==> config.mk <==
export PLATFORM = sky130hd
export DESIGN_NAME = tlb
export DESIGN_NICKNAME = d
export VERILOG_FILES = /design/src/rtl/tlb.sv
export SDC_FILE = /design/constraint.sdc
export NUM_CORES = 2
export LEC_CHECK = 0
export CORE_MARGIN = 8
export CORE_UTILIZATION = 45
export DETAILED_ROUTE_END_ITERATION = 10
export MAX_ROUTING_LAYER = met4
export PLACE_DENSITY = 0.67
export SLEW_MARGIN = 15
export SYNTH_ARGS = -nofsm -noshare
export SYNTH_HDL_FRONTEND = slang
export SYNTH_SLANG_ARGS = --single-unit
==> constraint.sdc <==
create_clock -name clk -period 32.9 [get_ports clk]
set_input_delay 4.935 -clock clk [delete_from_list [all_inputs] [get_ports clk]]
set_output_delay 4.935 -clock clk [all_outputs]
set_load 0.02 [all_outputs]
==> src/rtl/tlb.sv <==
`default_nettype none
// ============================================================================
// Module   : tlb
// Purpose  : Fully-associative translation lookaside buffer placed in front of
//            the MMU page-table walker. A lookup that hits is answered in the
//            same cycle. A miss issues one walk request, installs the returned
//            4 KiB translation and lets the held lookup hit on the next cycle.
// Revision : 1.0 - initial release
// ----------------------------------------------------------------------------
// Ports
//   clk             in   1   clock
//   reset           in   1   asynchronous active-high reset
//   req_valid       in   1   client lookup request (held until resp_valid)
//   req_addr        in   64  virtual address
//   req_access      in   2   0=read 1=write 2=exec 3=read
//   resp_valid      out  1   translation result valid (combinational)
//   resp_paddr      out  64  physical address, 0 when resp_valid=0
//   resp_fault      out  1   permission fault, 0 when resp_valid=0
//   flush           in   1   invalidate all entries
//   mmu_req_valid   out  1   walk request to the MMU
//   mmu_req_addr    out  64  walk address (page aligned)
//   mmu_resp_valid  in   1   walk response valid
//   mmu_resp_addr   in   64  translated page base
//   mmu_resp_perms  in   8   {D,A,G,U,X,W,R,V}
// ============================================================================
module tlb #(
  parameter int ENTRIES = 8
) (
  input  logic        clk,
  input  logic        reset,
  input  logic        req_valid,
  input  logic [63:0] req_addr,
  input  logic [1:0]  req_access,
  output logic        resp_valid,
  output logic [63:0] resp_paddr,
  output logic        resp_fault,
  input  logic        flush,
  output logic        mmu_req_valid,
  output logic [63:0] mmu_req_addr,
  input  logic        mmu_resp_valid,
  input  logic [63:0] mmu_resp_addr,
  input  logic [7:0]  mmu_resp_perms
);

  localparam int IDXW = (ENTRIES > 1) ? $clog2(ENTRIES) : 1;

  localparam logic [0:0] S_IDLE = 1'b0;
  localparam logic [0:0] S_MISS = 1'b1;

  // Permission bit positions inside perms
  localparam int P_V = 0;
  localparam int P_R = 1;
  localparam int P_W = 2;
  localparam int P_X = 3;

  // --------------------------------------------------------------------------
  // State
  // --------------------------------------------------------------------------
  logic [0:0]         state_q, state_d;
  logic [ENTRIES-1:0] valid_q, valid_d;
  logic [51:0]        tag_q   [ENTRIES];
  logic [51:0]        tag_d   [ENTRIES];
  logic [51:0]        ppn_q   [ENTRIES];
  logic [51:0]        ppn_d   [ENTRIES];
  logic [7:0]         perms_q [ENTRIES];
  logic [7:0]         perms_d [ENTRIES];
  logic [IDXW-1:0]    victim_ptr_q, victim_ptr_d;
  logic               discard_q, discard_d;
  logic [51:0]        walk_tag_q, walk_tag_d;

  // --------------------------------------------------------------------------
  // Lookup
  // --------------------------------------------------------------------------
  logic [ENTRIES-1:0] match;
  logic [51:0]        hit_ppn;
  logic [7:0]         hit_perms;
  logic               any_match;
  logic               lookup_hit;
  logic               perm_ok;
  logic               hit_fault;

  for (genvar gi = 0; gi < ENTRIES; gi++) begin : g_match
    assign match[gi] = valid_q[gi] && (tag_q[gi] == req_addr[63:12]);
  end

  // Tags are unique among valid entries, so match is one-hot or zero and an
  // OR-reduction acts as the read mux.
  always_comb begin
    hit_ppn   = '0;
    hit_perms = '0;
    for (int i = 0; i < ENTRIES; i++) begin
      if (match[i]) begin
        hit_ppn   = hit_ppn | ppn_q[i];
        hit_perms = hit_perms | perms_q[i];
      end
    end
  end

  assign any_match  = |match;
  assign lookup_hit = req_valid && (state_q == S_IDLE) && any_match;

  // Access type 3 is reserved and checked like a read.
  always_comb begin
    perm_ok = hit_perms[P_R];
    case (req_access)
      2'd1:    perm_ok = hit_perms[P_W];
      2'd2:    perm_ok = hit_perms[P_X];
      default: perm_ok = hit_perms[P_R];
    endcase
    hit_fault = !hit_perms[P_V] || !perm_ok;
  end

  // --------------------------------------------------------------------------
  // Victim selection: lowest-index free slot, else round-robin pointer
  // --------------------------------------------------------------------------
  logic            any_invalid;
  logic [IDXW-1:0] free_idx;
  logic [IDXW-1:0] victim_idx;
  logic            fill_en;

  assign any_invalid = ~&valid_q;

  // Scanning downward leaves the lowest invalid index as the final value.
  always_comb begin
    free_idx = '0;
    for (int i = ENTRIES - 1; i >= 0; i--) begin
      if (!valid_q[i]) begin
        free_idx = IDXW'(i);
      end
    end
  end

  assign victim_idx = any_invalid ? free_idx : victim_ptr_q;

  // A fill is dropped if a flush was seen during the walk or arrives with it.
  assign fill_en = (state_q == S_MISS) && mmu_resp_valid && !discard_q && !flush;

  // --------------------------------------------------------------------------
  // FSM: state register
  // --------------------------------------------------------------------------
  always_ff @(posedge clk or posedge reset) begin
    if (reset) begin
      state_q <= S_IDLE;
    end else begin
      state_q <= state_d;
    end
  end

  // --------------------------------------------------------------------------
  // FSM: next-state logic
  // --------------------------------------------------------------------------
  always_comb begin
    state_d = state_q;
    case (state_q)
      S_IDLE: begin
        if (req_valid && !lookup_hit) begin
          state_d = S_MISS;
        end
      end
      S_MISS: begin
        // The walk cannot be cancelled; always wait for its response.
        if (mmu_resp_valid) begin
          state_d = S_IDLE;
        end
      end
      default: state_d = S_IDLE;
    endcase
  end

  // --------------------------------------------------------------------------
  // FSM: outputs
  // --------------------------------------------------------------------------
  always_comb begin
    resp_valid    = lookup_hit;
    resp_paddr    = lookup_hit ? {hit_ppn, req_addr[11:0]} : 64'd0;
    resp_fault    = lookup_hit && hit_fault;
    mmu_req_valid = (state_q == S_MISS);
    mmu_req_addr  = (state_q == S_MISS) ? {walk_tag_q, 12'h000} : 64'd0;
  end

  // --------------------------------------------------------------------------
  // Datapath next-state: walk bookkeeping, fills, flush
  // --------------------------------------------------------------------------
  always_comb begin
    valid_d      = valid_q;
    tag_d        = tag_q;
    ppn_d        = ppn_q;
    perms_d      = perms_q;
    victim_ptr_d = victim_ptr_q;
    discard_d    = discard_q;
    walk_tag_d   = walk_tag_q;

    if ((state_q == S_IDLE) && req_valid && !lookup_hit) begin
      walk_tag_d = req_addr[63:12];
      discard_d  = 1'b0;
    end

    if ((state_q == S_MISS) && flush) begin
      discard_d = 1'b1;
    end

    if (fill_en) begin
      valid_d[victim_idx] = 1'b1;
      tag_d[victim_idx]   = walk_tag_q;
      ppn_d[victim_idx]   = mmu_resp_addr[63:12];
      perms_d[victim_idx] = mmu_resp_perms;
      // The pointer only advances when a live translation is evicted.
      if (!any_invalid) begin
        victim_ptr_d = victim_ptr_q + IDXW'(1);
      end
    end

    if (flush) begin
      valid_d = '0;
    end
  end

  always_ff @(posedge clk or posedge reset) begin
    if (reset) begin
      valid_q      <= '0;
      victim_ptr_q <= '0;
      discard_q    <= 1'b0;
      walk_tag_q   <= '0;
      for (int i = 0; i < ENTRIES; i++) begin
        tag_q[i]   <= '0;
        ppn_q[i]   <= '0;
        perms_q[i] <= '0;
      end
    end else begin
      valid_q      <= valid_d;
      victim_ptr_q <= victim_ptr_d;
      discard_q    <= discard_d;
      walk_tag_q   <= walk_tag_d;
      for (int i = 0; i < ENTRIES; i++) begin
        tag_q[i]   <= tag_d[i];
        ppn_q[i]   <= ppn_d[i];
        perms_q[i] <= perms_d[i];
      end
    end
  end

  // Page-offset bits of the walk result and the D/A/G/U bits are not consumed.
  logic unused_bits;
  assign unused_bits = ^{mmu_resp_addr[11:0], hit_perms[7:4]};

endmodule
`default_nettype wire

==> metrics.md <==
| Metric | Value |
|---|---|
| Drt wl/cell | `27.08 µm` |
| Warning count from the yosys run | `0` |
| Crit end category | `primary output` |
| Initial DRC count | `2194` |
| DR vias | `27340` |
| Register area share after synthesis | `0.5407` |
| Global-route wire length before repair | `189200 µm` |
| Critical path peak fanout | `66` |
| Run status | `completed` |
| Worst vdd ir | `approximately 0.043 mV` |
| Post-Syn Instances | `3187` |
| Post-Synth Simple-Gate Area | `0.04313` |
| Slowest CP cell | `nor4_1` |
| Largest delay share family, worst path | `simple AND/OR/NAND/NOR gates` |
| Total track usage | `0.2424` |
| Stages on worst setup path | `13` |
| Pre-CTS setup slack | `between 15 and 20 ns` |
| Core ar. | `0.09487 mm²` |
| CTS Buffer Depth | `3` |
| I/O pins | `274` |
| TNS Setup | `0 ns` |
| Arrival time at the worst endpoint | `11.04 ns` |
| Cell repeated most along the worst path | `buf_4` |
| Ranking of synthesized cells by area | `dfrtp_1 54%, mux2_2 22%, xor2_1 5.8%` |
| # port buffers | `approximately 250` |
| Synthesized area | `0.04300 mm²` |
| Fill cell count | `approximately 8100` |
| Area share of fa/ha/maj cells after synthesis | `0.0008730` |
| Ratio of cells with drive above 1 in the final layout | `0.3406` |
| PwrDens | `57.42 mW/mm²` |
| Cts hold-fix bufs | `0` |
| Crit path kind | `in -> out` |
| Period utilization | `0.4857` |
| P_leak | `23.61 nW` |
| Detailed Place HPWL | `~80000 µm` |
| Clk_lat worst skew | `~0.7 ns` |
| Die height | `between 300 and 400 µm` |
| Via/cell ratio | `5.830` |
| Ys async rst share | `1.000` |
| Compound-gate portion of the synthesized area | `0.06335` |
| Post_cts resized | `0` |
| GR Overflow Total | `0` |
| Hold Path Depth | `1` |
| Antenna violations before repair | `16` |
| First-pass iteration count of the detailed router | `7` |
| Largest area contributor in the netlist | `dfrtp_1` |
| Buf+Inv Stages, Crit Path | `5` |
| Hold WC Path Type | `reg -> reg` |
| DRC Markers | `0` |
| Final WL | `around 130000 µm` |
| Least-Margin Pin Slew | `1.351 ns` |
| Antenna-violating nets left | `0` |
| Share of Yosys cell area claimed by the top area cell type | `0.5407` |
| Setup violators final | `0` |
| Fmax | `62.58 MHz` |
| Final min period | `around 16 ns` |
| RSZ-0062 raised after global routing | `no` |
| Max Cap Viol | `0` |
| H-tree level count | `3` |
| Most frequent cells in the layout | `928 x dfrtp_1, 855 x mux2_2, 286 x xor2_1` |
| Number of CTS-inserted buffers | `a little under 100` |
| DIE AREA | `0.1057 mm²` |
| Count of different cell masters after synthesis | `63` |
| Synth Register Bits | `929` |
| Post-synthesis mux area share | `0.2407` |
| Slowest stage delay, CP | `about 1.1 ns` |
| Most common cell after layout, fill and taps aside | `dfrtp_1` |
| XOR/XNOR share of the synthesized area | `0.07211` |
| Ys flop type | `dfrtp_1` |
| Row cnt | `113` |
| Design Power | `2.848 mW` |
| Clock transition at path regs | `0.06 ns` |
| CP startpoint kind | `input pin` |
| Vias in the first global route | `27980` |
| Required @ worst endpoint | `27.96 ns` |
| Width of the die | `325.1 µm` |
| Reg2Reg Depth | `11` |
| Largest net degree at the start of global routing | `185` |
| Nets | `3483` |
| CTS tree | `built` |
| Mean Syn Cell Area | `between 10 and 15 µm²` |
| Syn-to-layout area delta | `15.35%` |
| Starting Density | `0.4532` |
| Slew margin rel. | `0.09080` |
| Largest family of logic cells by synthesized area | `multiplexers` |
| Final WS setup | `~17 ns` |
| Num Clock Sinks | `929` |
| Clock Skew | `0.03298 ns` |
| Max-slew violation count | `0` |
| CTS root buf | `clkbuf_16` |
| CP Cell Sequence | `clkdlybuf4s50_1 -> buf_4 -> xor2_1 -> nor4_1 -> nand4_1 -> nor3_1 -> and2_2 -> buf_4 -> or4_4 -> o31ai_4 -> buf_4 -> a31oi_1 -> clkdlybuf4s50_1` |
| Post-synth EDFFs | `0` |
| Post-CTS repair timing setup buffer count | `0` |
| Placer congestion estimate | `0.9045` |
| Final hold vios | `0` |
[worst paths after layout]
| check | start | endpoint | slack [ns] |
|---|---|---|---|
| worst max-delay path | req_addr[39] | resp_paddr[58] | 16.92 |
| worst min-delay path | victim_ptr_q[2] | victim_ptr_q[2] | 0.47 |
| worst max register to register | tag_q[79] | walk_tag_q[36] | 27.55 |
| worst min register to register | victim_ptr_q[2] | victim_ptr_q[2] | 0.47 |
| max in group asynchronous | reset | ppn_q[65] | 25.58 |
| min in group asynchronous | reset | walk_tag_q[12] | 4.85 |
[stage by stage]
| step | utilization | area, µm² | std cells | hold slack [ns] |
|---|---|---|---|---|
| 3_5_place_dp | 0.4878 | 46270 | 4500 | 0.4691 |
| 5_1_grt | 0.5228 | 49590 | 4688 | 0.5031 |
| 6_report | 0.5228 | 49600 | 4689 | 0.4713 |
| 3_3_place_gp | 0.4877 | 46270 | 4500 | 0.4640 |
| 2_1_floorplan | - | 43040 | 3198 | 0.4455 |
| 4_1_cts | 0.5223 | 49550 | 4676 | 0.4781 |
[worst register-to-register path, cell delays in order (launching register included)]
cell and delay (ns):
dfrtp_1 0.38, xor2_1 0.16, nor4_1 1.13, nand4_1 0.50, nor3_1 0.55, and2_2 0.24
buf_4 0.73, or4_4 0.33, nor4b_4 0.05, buf_4 0.31, buf_4 0.38, mux2_4 0.43
[sequential cells by signal (all words and copies together), names as in the netlist]
register	flops
discard_q	1
walk_tag_q	52
perms_q	32
tag_q	416
valid_q	8
ppn_q	416
victim_ptr_q	3
mmu_req_valid	1
[cell families (layout without fill, tap and decap cells)]
| kind of cell | after synthesis | in the layout |
|---|---|---|
| buffers and inverters | 343 | 557 |
| DFF | 929 | 929 |
| and+or+nand+nor | 305 | 305 |
| adders and majority gates | 3 | 3 |
| xor gates and xnor gates | 354 | 354 |
| other | 1 | 24 |
| AOI/OAI and AO/OA | 349 | 349 |
| muxes | 903 | 903 |
[cell type report]
class / instances / area [µm²] / share of cell area
inverters: 66 / 255.2 / 0.005146
well taps: 1265 / 1583 / 0.03191
clock inverters: 31 / 354.1 / 0.007139
multi-input cells: 1926 / 18210 / 0.3672
repair buffers: 315 / 2992 / 0.06032
clock buffers: 145 / 2923 / 0.05893
flip-flops and latches: 929 / 23250 / 0.4688
diodes: 12 / 30.03 / 0.0006055
[Yosys cell counts, types with 5 or more instances]
cell type,instances
o21ai_0,23
o22ai_1,8
buf_12,5
nor4_1,73
nand2b_1,27
inv_1,60
o2111a_1,5
inv_2,6
a221oi_1,59
a22oi_1,96
buf_4,55
nor2_1,19
mux2_2,855
xor2_1,286
a21o_1,5
a2111oi_0,7
buf_2,57
nand2_1,30
a31oi_1,54
a222oi_1,13
nor3_1,10
mux2_4,48
nor2b_1,24
and2_1,56
dfrtp_1,929
nand4_1,42
a22o_1,58
buf_1,46
xnor2_1,68
clkbuf_1,106
[per-layer routing]
layer,up-vias,global-route usage,share of wire
met5,-,-,0
met4,0,0.08301,0.032
li1,11730,-,-
met3,212,0.05881,0.077
met1,14510,0.3266,0.44
met2,883,0.3584,0.45
[report_power, final]
| part | switching, mW | internal (mW) |
|---|---|---|
| sequential | 0.131 | 1.26 |
| clock | 0.469 | 0.648 |
| combinational | 0.166 | 0.176 |
| total | 0.766 | 2.08 |
Note: power is estimated with default switching activity, not from simulation.
